<file path="src/rtl/psw_branch_eval.sv">
// psw_branch_eval: resolves conditional branches from the PSW NZVC flags.
// Accepts one request at a time, waits out in-flight flag updates (bounded),
// then presents taken/not-taken and the next PC until the consumer takes it.
`timescale 1ns/1ps

module psw_branch_eval #(
    parameter int unsigned INSN_BYTES = 2,
    parameter int unsigned MAX_WAIT   = 15
) (
    input  logic        CLK,
    input  logic        CLR,
    input  logic [15:0] PSW,
    input  logic        FLAG_PENDING,
    input  logic        req_valid,
    output logic        req_ready,
    input  logic [3:0]  req_cond,
    input  logic [15:0] req_pc,
    input  logic [15:0] req_offset,
    output logic        out_valid,
    input  logic        out_ready,
    output logic        out_taken,
    output logic [15:0] out_pc,
    output logic        out_err
);

    localparam int unsigned PC_W  = 16;
    localparam int unsigned CNT_W = 8;

    typedef enum logic [1:0] {
        S_IDLE = 2'd0,
        S_WAIT = 2'd1,
        S_HOLD = 2'd2
    } state_t;

    state_t          state_q;
    logic [3:0]      cond_q;
    logic [PC_W-1:0] pc_q;
    logic [PC_W-1:0] offset_q;
    logic [CNT_W-1:0] cnt_q;
    logic            req_ready_q;
    logic            out_valid_q;
    logic            out_taken_q;
    logic [PC_W-1:0] out_pc_q;
    logic            out_err_q;

    logic            taken_d;
    logic [PC_W-1:0] next_pc_d;
    logic            flag_n, flag_z, flag_v, flag_c;

    // Only the NZVC nibble matters; upper PSW bits are intentionally ignored.
    logic unused_psw;
    assign unused_psw = ^PSW[15:4];

    assign flag_n = PSW[3];
    assign flag_z = PSW[2];
    assign flag_v = PSW[1];
    assign flag_c = PSW[0];

    // Condition evaluation and next-PC selection on the live PSW.
    always_comb begin
        taken_d = 1'b0;
        unique case (cond_q)
            4'd0:  taken_d = 1'b1;
            4'd1:  taken_d = flag_z;
            4'd2:  taken_d = !flag_z;
            4'd3:  taken_d = flag_n;
            4'd4:  taken_d = !flag_n;
            4'd5:  taken_d = flag_v;
            4'd6:  taken_d = !flag_v;
            4'd7:  taken_d = flag_c;
            4'd8:  taken_d = !flag_c;
            4'd9:  taken_d = flag_n ^ flag_v;
            4'd10: taken_d = !(flag_n ^ flag_v);
            4'd11: taken_d = flag_z | (flag_n ^ flag_v);
            4'd12: taken_d = !flag_z & !(flag_n ^ flag_v);
            4'd13: taken_d = !flag_c & !flag_z;
            4'd14: taken_d = flag_c | flag_z;
            4'd15: taken_d = 1'b0;
            default: taken_d = 1'b0;
        endcase
        next_pc_d = taken_d ? (pc_q + offset_q) : (pc_q + PC_W'(INSN_BYTES));
    end

    // Request/evaluate/hold sequencer with registered handshake outputs.
    always_ff @(posedge CLK) begin
        if (CLR) begin
            state_q     <= S_IDLE;
            cond_q      <= 4'd0;
            pc_q        <= '0;
            offset_q    <= '0;
            cnt_q       <= '0;
            req_ready_q <= 1'b1;
            out_valid_q <= 1'b0;
            out_taken_q <= 1'b0;
            out_pc_q    <= '0;
            out_err_q   <= 1'b0;
        end else begin
            unique case (state_q)
                S_IDLE: begin
                    if (req_valid) begin
                        cond_q      <= req_cond;
                        pc_q        <= req_pc;
                        offset_q    <= req_offset;
                        cnt_q       <= '0;
                        req_ready_q <= 1'b0;
                        state_q     <= S_WAIT;
                    end
                end
                S_WAIT: begin
                    if (!FLAG_PENDING || (cnt_q == CNT_W'(MAX_WAIT))) begin
                        // A timeout evaluates on whatever flags are present and marks it.
                        out_taken_q <= taken_d;
                        out_pc_q    <= next_pc_d;
                        out_err_q   <= FLAG_PENDING;
                        out_valid_q <= 1'b1;
                        state_q     <= S_HOLD;
                    end else begin
                        cnt_q <= cnt_q + CNT_W'(1);
                    end
                end
                S_HOLD: begin
                    if (out_ready) begin
                        out_valid_q <= 1'b0;
                        req_ready_q <= 1'b1;
                        state_q     <= S_IDLE;
                    end
                end
                default: begin
                    state_q     <= S_IDLE;
                    req_ready_q <= 1'b1;
                    out_valid_q <= 1'b0;
                end
            endcase
        end
    end

    assign req_ready = req_ready_q;
    assign out_valid = out_valid_q;
    assign out_taken = out_taken_q;
    assign out_pc    = out_pc_q;
    assign out_err   = out_err_q;

endmodule

</file>
<file path="config.mk">
export PLATFORM = sky130hd
export DESIGN_NAME = psw_branch_eval
export DESIGN_NICKNAME = d
export VERILOG_FILES = /design/src/rtl/psw_branch_eval.sv
export SDC_FILE = /design/constraint.sdc
export NUM_CORES = 1
export LEC_CHECK = 0
export CORE_MARGIN = 10
export CORE_UTILIZATION = 40
export CTS_BUF_LIST = sky130_fd_sc_hd__clkbuf_8
export CTS_CLUSTER_SIZE = 25
export DETAILED_ROUTE_END_ITERATION = 8
export GPL_TIMING_DRIVEN = 0
export SYNTH_ARGS = -nofsm -noshare
export SYNTH_HDL_FRONTEND = slang
export SYNTH_SLANG_ARGS = --single-unit
</file>
<file path="constraint.sdc">
create_clock -name CLK -period 4.6 [get_ports CLK]
set_clock_uncertainty 0.15 [all_clocks]
set_input_delay 0.46 -clock CLK [delete_from_list [all_inputs] [get_ports CLK]]
set_output_delay 0.46 -clock CLK [all_outputs]
set_load 0.01 [all_outputs]
</file>
Word level (Yosys, flattened, before mapping):

Index checks and enable logic that the tools add are counted.

* register bits: 66
* input bits: 57
* output and inout bits: 20
* word-level logic and storage cells: 73

* add/subtract/negate cells: 3
* equality and inequality tests: 22
* multiplexer cells: 15
* bitwise logic cells: 7
* reductions and logical operators: 16

Operators with widths (number)
* $eq 4x4->1 const B: 8
* $add 16x16->16: 1
* $add 16x2->16 const B: 1
* $eq 4x3->1 const B: 4
* $mux 16: 1
* $mux 8: 2
* $pmux 1 s16: 1
* $pmux 8 s2: 1
* $reduce_and 3->1: 4
* $add 8x1->8 const B: 1
* $eq 4x2->1 const B: 2
* $eq 8x4->1 const B: 1
* $ne 2x2->1 const B: 4
* $logic_not 1->1: 6
* $mux 2: 3
* $pmux 1 s3: 2
* $pmux 2 s3: 1
* $eq 4x1->1 const B: 1
* $logic_not 4->1: 1
* $mux 1: 4
* $reduce_and 2->1: 2
* $and 1x1->1: 2
* $eq 2x1->1 const B: 1
* $eq 2x2->1 const B: 1
* 6 further kinds: 8

Longest topological paths before layout:

Gate-level depths: netlist (run 1).

* word-level depth: 5
* mapped depth: 9
* gate-level depth less buffers: 8

Worst setup path after synthesis (run 1):

No wires, ideal clock.

* path type: register to register
* start point: register pc_q[0]
* end point: register out_pc_q[12], in the netlist out_pc[12]
* library setup time: 0.087 ns
* arrival time: 1.816 ns
* required time: 4.363 ns
* setup slack: 2.547 ns
* stages on the path, launching flop included: 9
* buffers on the path: 0
* clock period less this slack: 2.053 ns
* cell sequence: dfxtp_1 ha_1 fa_1 a21oi_1 o211a_1 nor3_1 nor2b_1 o21ai_0 o31ai_1

* word-level cells in the longest chain between the ends: 2
* elaborated cells on any way between the ends: 3
* classes of those cells: 2 x add/sub; 1 x mux

Ends and longest elaborated chain
* start: declaration: line 37 `logic [PC_W-1:0] pc_q;`
* start signal: assignment: line 102 `pc_q <= req_pc;`
* $add 16x2->16 / $add 16x16->16 (equally long branches): line 81 `next_pc_d = taken_d ? (pc_q + offset_q) : (pc_q + PC_W'(INSN_BYTES));`
* $mux 16 *: line 81
* end signal: assignment: line 113 `out_pc_q <= next_pc_d;`
* end: declaration: line 43 `logic [PC_W-1:0] out_pc_q;`

Every way passes the cells marked *; elsewhere a longest branch is shown, timed or not.
A chain may end at the register's enable or synchronous reset.

Worst setup path in the final report (run 1):

* start point: input port PSW[2]
* end point: register out_pc_q[3], in the netlist out_pc[3]

* word-level cells in the longest chain between the ends: 4
* elaborated cells on any way between the ends: 7
* classes of those cells: 2 x mux; 4 x bitwise; 1 x reduce/logical

Ends and longest elaborated chain
* start: declaration: line 12 `input logic [15:0] PSW,`
* $logic_not 1->1: line 65, 75, 76
* $and 1x1->1, on equally long branches: line 76, 75
* $pmux 1 s16 *: line 62 `unique case (cond_q)`
* $mux 16 *: line 81

Marks and branches as above.

==> results.md, run 1 <==
* Status: complete, no violations
* Worst R2R Setup Slack at 2270 ps
* DR iter-0 viols at 139
* Hold path start: offset_q[10]
* Core area at 9150 µm²
* HP Class: reg2reg
* Crit start category: primary input
* Tmin final at 2350 ps
* H-tree depth at 3
* M1 GR Usage at 18.3%
* Slew Viols, Final at 0
* Drt wl/cell at 14.6 µm
* Antenna Nets Post-Route at 0
* Post-CTS setup buffer count at 0
* Critical-path maximum fanout at 10
* First-pass GRT wire length at 15.6 mm
* GR peak layer: met2
* Hold WS at 314 ps
* # DRC at 0
* Vias in the first global route at 3,326
* Clock Tree Buf Depth at 2
* Post-synth ARST share at 0%
* IO Port Bufs at 63
* Max Clk Rate at 425 MHz
* Largest net degree at the start of global routing at 11
* RSZ-0062 raised after global routing: no
* Critical path origin: PSW[2]
* Vias per cell at 5.09
* Lkg Pwr at 1.75 nW
* M2 GR Usage at 23.0%
* PwrDens at 302 nW/µm²
* Final Hold Viols at 0
* Critical path data required time at 4710 ps
* Gp weighted congestion at 0.834
* GRT Residual Overflow at 0
* CTS Hold Bufs at 0
* Final Core Density at 51.0%
* Initial Util at 40.5%
* Detailed Routing Iterations Pass 1 at 4
* Finish-stage setup viols at 0
* Synthesized Nets at 541
* Final Non-Filler Cells at 655
* Reg clk slew, reported paths at 70 ps
* Placed Cells at 640
* CTS Buf Count at 9
* Clk Tree Root Cell: clkbuf_8
* Worst Tran Pin Value at 614 ps
* R2r worst-path depth at 7
* Share of layout cells above drive strength 1 at 7.54%
* CP Capture Type: flop
* Nets@finish at 615
* Number of synthesized flops with an enable pin at 0
* Main synth FF type: dfxtp_1
* CTS Sinks at 66
* Setup TNS at 0 ps
* Vias at 3,336
* Post-synthesis cell count at 466
* Row cnt at 35
* Synthesized area at 3710 µm²
* Hold Path Stages at 2
* Pwr Total at 1.41 mW
* RR Endpoint: out_pc[11]
* Critical path type: in2reg
* Hold worst-path end: offset_q[10]
* Antenna violations before repair at 0
* Most frequent cells in the layout: nand2_1 (96), dfxtp_1 (66), clkdlybuf4s50_1 (63)
* Fin crit share at 51.1%
* CTS tree: yes
* Commonest non-fill, non-tap cell in the layout: nand2_1
* YS warnings at 0
* Clock Latency Late Sink at 350 ps
* # diodes at 0
* Post-cts repair resize count at 0
* Area Overhead vs Synth at 25.9%
* Sequential share of the synthesized area at 35.6%
* Chip width at 116 µm
* Crit path DAT at 2460 ps
* Slew Limit Headroom at 59.1%
* Die area at 13,500 µm²
* MaxCap Viol Count at 0
* Synthesized area per cell at 7.96 µm²
* Synthesis-stage register bit count at 66
* Maximum VDD drop at 0.137 mV
* GRT Overall Usage at 14.5%
* Final wirelength at 9.56 mm
* Yosys cell types at 57
* Die height at 116 µm
* GR Util met3 at 3.85%
* Half-perimeter wire length after detailed placement at 7.61 mm
* Total I/O pin count at 77
* RR Startpoint: pc_q[1]
==> worst max-delay path by stage <==
stage	slack, ps	to	depth (start not counted)
floorplan	2550	out_pc[12]	8
global placement	1910	out_pc[3]	8
detailed placement	1860	pc_q[15]	6
CTS	2220	pc_q[15]	6
global route	2060	out_pc[11]	8
finish	2250	out_pc[3]	8
==> Yosys cell counts, types with 5 or more instances <==
master,count,area share (%)
a211oi_1,6,1.2
a21oi_1,59,8.0
a311oi_2,5,2.0
a31oi_1,5,0.84
buf_2,5,0.67
clkbuf_1,16,1.6
dfxtp_1,66,36
ha_1,17,5.7
inv_1,7,0.71
nand2_1,96,9.7
nand2b_1,11,1.9
nand3_1,16,2.2
nor2_1,37,3.7
nor3b_1,7,1.4
o21ai_0,8,1.1
o21ai_1,5,0.67
xnor2_1,16,3.8
xor2_1,17,4.0
==> registers in the layout (all words and copies together), names as in the netlist <==
name and cells:
pc_q 16, out_taken 1, out_err 1, state_q 2, cnt_q 8, out_pc 16, cond_q 4, offset_q 16
req_ready 1, out_valid 1
==> where the power goes <==
| part | switching [mW] | internal [mW] | total (mW) |
|---|---|---|---|
| registers | 0.0316 | 0.606 | 0.638 |
| clock network | 0.214 | 0.250 | 0.464 |
| logic | 0.167 | 0.140 | 0.306 |
==> logic make-up (layout without fill, tap and decap cells) <==
kind of cell | Yosys count | count (layout) | synth area share (%)
buffers and inverters | 34 | 112 | 4.32
AO/OA/AOI/OAI | 115 | 115 | 20.2
XOR/XNOR | 33 | 33 | 7.80
multiplexers | 6 | 6 | 1.69
flip-flops | 66 | 66 | 35.6
adder cells (fa/ha/maj) | 18 | 18 | 6.28
AND/OR/NAND/NOR | 194 | 194 | 24.1
==> cell type report <==
class,count,area [µm²]
Fill cell,918,4490
Multi-Input combinational cell,366,2230
Sequential cell,66,1320
Timing Repair Buffer,63,631
Clock buffer,13,179
Tap cell,111,139
Buffer,27,134
Inverter,7,26.3
Clock inverter,2,10.0
==> worst max-delay path: stages <==
cell and delay (ps):
clkdlybuf4s50_1 530, mux2_2 350, a211oi_1 250, a31oi_1 80, nand3_1 210, buf_2 240
nand2_1 90, a311oi_2 250
==> stage by stage <==
step | cell area (µm²) | worst slack, ps
after floorplan | 3710 | 2550
after global placement | 4480 | 1910
after detailed placement | 4480 | 1860
after CTS | 4670 | 2220
after global routing | 4670 | 2060
final | 4670 | 2250
==> metal layers <==
| metal | share of wire (%) | wire length (µm) | up-vias |
|---|---|---|---|
| met5 | 0 | 0 | - |
| met3 | 5.6 | 540 | 10 |
| li1 | - | - | 1768 |
| met1 | 49 | 4660 | 1490 |
| met4 | 1.7 | 159 | 0 |
| met2 | 44 | 4210 | 68 |
Note: power is estimated with default switching activity, not from simulation.
==> run 2: changes to the inputs <==
Clock period 4.6 ns to 2.2 ns, I/O delays scaled along.
==> run 2 against run 1 <==
  * The run now ends with setup timing left
  * Combinational power is 130% higher
  * Count of clock-buffer cells in the layout stayed put
  * Critical path depth shrank 1
  * Largest power group unchanged
  * Cell area increased by 4.3%
  * Utilization increased by 2.2 points
  * Cell count grew 0.46%
  * Sequential power grew 110%
==> results.md, run 2 (synthesis results as in run 1) <==
* Nets@finish at 618
* CTS Hold Bufs at 0
* Finish-stage setup viols at 1
* Commonest non-fill, non-tap cell in the layout: nand2_1
* Row cnt at 35
* Slew Limit Headroom at 59.5%
* Reg clk slew, reported paths at 70 ps
* H-tree depth at 3
* RSZ-0062 raised after global routing: yes
* Crit path DAT at 2300 ps
* Clock Tree Buf Depth at 2
* Violated checks: setup timing
* CTS tree: yes
* Lkg Pwr at 1.82 nW
* Antenna Nets Post-Route at 0
* Critical path data required time at 2270 ps
* Tmin final at 2230 ps
* Gp weighted congestion at 0.834
* HP Class: in2reg
* MaxCap Viol Count at 0
* Area Overhead vs Synth at 31.3%
* Share of layout cells above drive strength 1 at 13.7%
* Slew Viols, Final at 0
* DR iter-0 viols at 175
* Largest net degree at the start of global routing at 11
* Clk Tree Root Cell: clkbuf_8
* PwrDens at 617 nW/µm²
* Combinational share of power at 23.0%
* GRT Overall Usage at 15.0%
* Pwr Total at 3.00 mW
* Vias per cell at 5.18
* Sequential power share at 44.7%
* Net Sw Power at 0.887 mW
* CTS Buf Count at 9
* CTS Sinks at 66
* # DRC at 0
* Clock power share at 32.4%
* Fin crit share at 101%
* Core area at 9150 µm²
* GRT Residual Overflow at 0
* First-pass GRT wire length at 16.1 mm
* Post-route setup slack at -29.0 ps
* Vias in the first global route at 3,433
* Routed met2 length at 4.65 mm
* Final wirelength at 10.1 mm
* # diodes at 0
* Pre-CTS setup slack at -297 ps
* Antenna violations before repair at 0
* Final Hold Viols at 0
* Critical path type: reg2reg
* CP Capture Type: flop
* Chip width at 116 µm
* Maximum VDD drop at 0.290 mV
* Total I/O pin count at 77
* Initial Util at 40.5%
* Vias at 3,406
* Pint at 2.11 mW
* Half-perimeter wire length after detailed placement at 7.61 mm
* Die height at 116 µm
* Most frequent cells in the layout: nand2_1 (96), clkdlybuf4s50_1 (62), dfxtp_1 (59)
* Detailed Routing Iterations Pass 1 at 4
* Die area at 13,500 µm²
* Met1 wire length at 4.74 mm
* Worst Tran Pin Value at 607 ps
* Crit start category: flop
* IO Port Bufs at 63
* Drt wl/cell at 15.4 µm
* Switching share of power at 29.6%
* Met3 Wirelength at 561 µm
* Top Metal Used: met4
* Clock Latency Late Sink at 350 ps
* Max Clk Rate at 449 MHz
* Critical-path maximum fanout at 6
* Status: finished, violations left
-- run 2: what timing repair did --
| action | in CTS | in global routing |
|---|---|---|
| gates resized for setup | 10 | 31 |
| endpoints found under the setup margin | 6 | 46 |
| pin swaps | 2 | 18 |
| buffers inserted | 1 | 4 |
-- run 2: cell type report --
| class | count | area, µm² |
|---|---|---|
| plain buffers | 25 | 135 |
| clock buffers | 13 | 179 |
| clock inverters | 2 | 10.0 |
| fillers | 899 | 4290 |
| inverters | 7 | 26.3 |
| multi-input cells | 366 | 2370 |
| flip-flops and latches | 66 | 1340 |
| well taps | 111 | 139 |
| repair buffers | 68 | 671 |
-- run 2: path summary, 6_finish.rpt --
check / startpoint / to / slack [ps] / depth (start not counted)
max reg2reg: pc_q[3] / out_pc[15] / -30 / 7
min: req_pc[3] / pc_q[3] / 250 / 3
min reg2reg: offset_q[8] / offset_q[8] / 310 / 2
max: pc_q[3] / out_pc[15] / -30 / 7
-- run 2: critical path, cell delays in order, from the launching register on --
cell and delay, ps:
dfxtp_4 370, ha_4 270, o211ai_1 100, o211ai_1 350, nand3_1 200, o311ai_4 360, xnor2_1 170, o221ai_1 120
-- run 2: stage by stage --
step / instances / setup TNS (ps) / hold slack, ps / utilization [%] / cell area [µm²]
after floorplan: 466 / 0 / 206 / - / 3710
after CTS: 656 / -43.6 / 257 / 51.7 / 4730
after global placement: 640 / -9700 / 301 / 48.9 / 4480
after detailed placement: 640 / -11620 / 307 / 48.9 / 4480
after global routing: 658 / -417 / 266 / 53.2 / 4870
final: 658 / -29.0 / 252 / 53.2 / 4870
-- run 2: routing by layer --
metal	vias to the layer above	global-route usage (%)
li1	1771	-
met1	1546	18.7
met2	79	24.1
met3	10	3.80
met4	0	6.17
met5	-	0
-- run 2: power by group through the flow --
stage / logic (mW) / clock network, mW / registers, mW
final: 0.690 / 0.971 / 1.34
after global routing: 0.763 / 1.04 / 1.35
after CTS: 0.655 / 0.988 / 1.34
after detailed placement: 0.639 / 0 / 1.36
after global placement: 0.630 / 0 / 1.36
after floorplan: 0.401 / 0 / 1.35
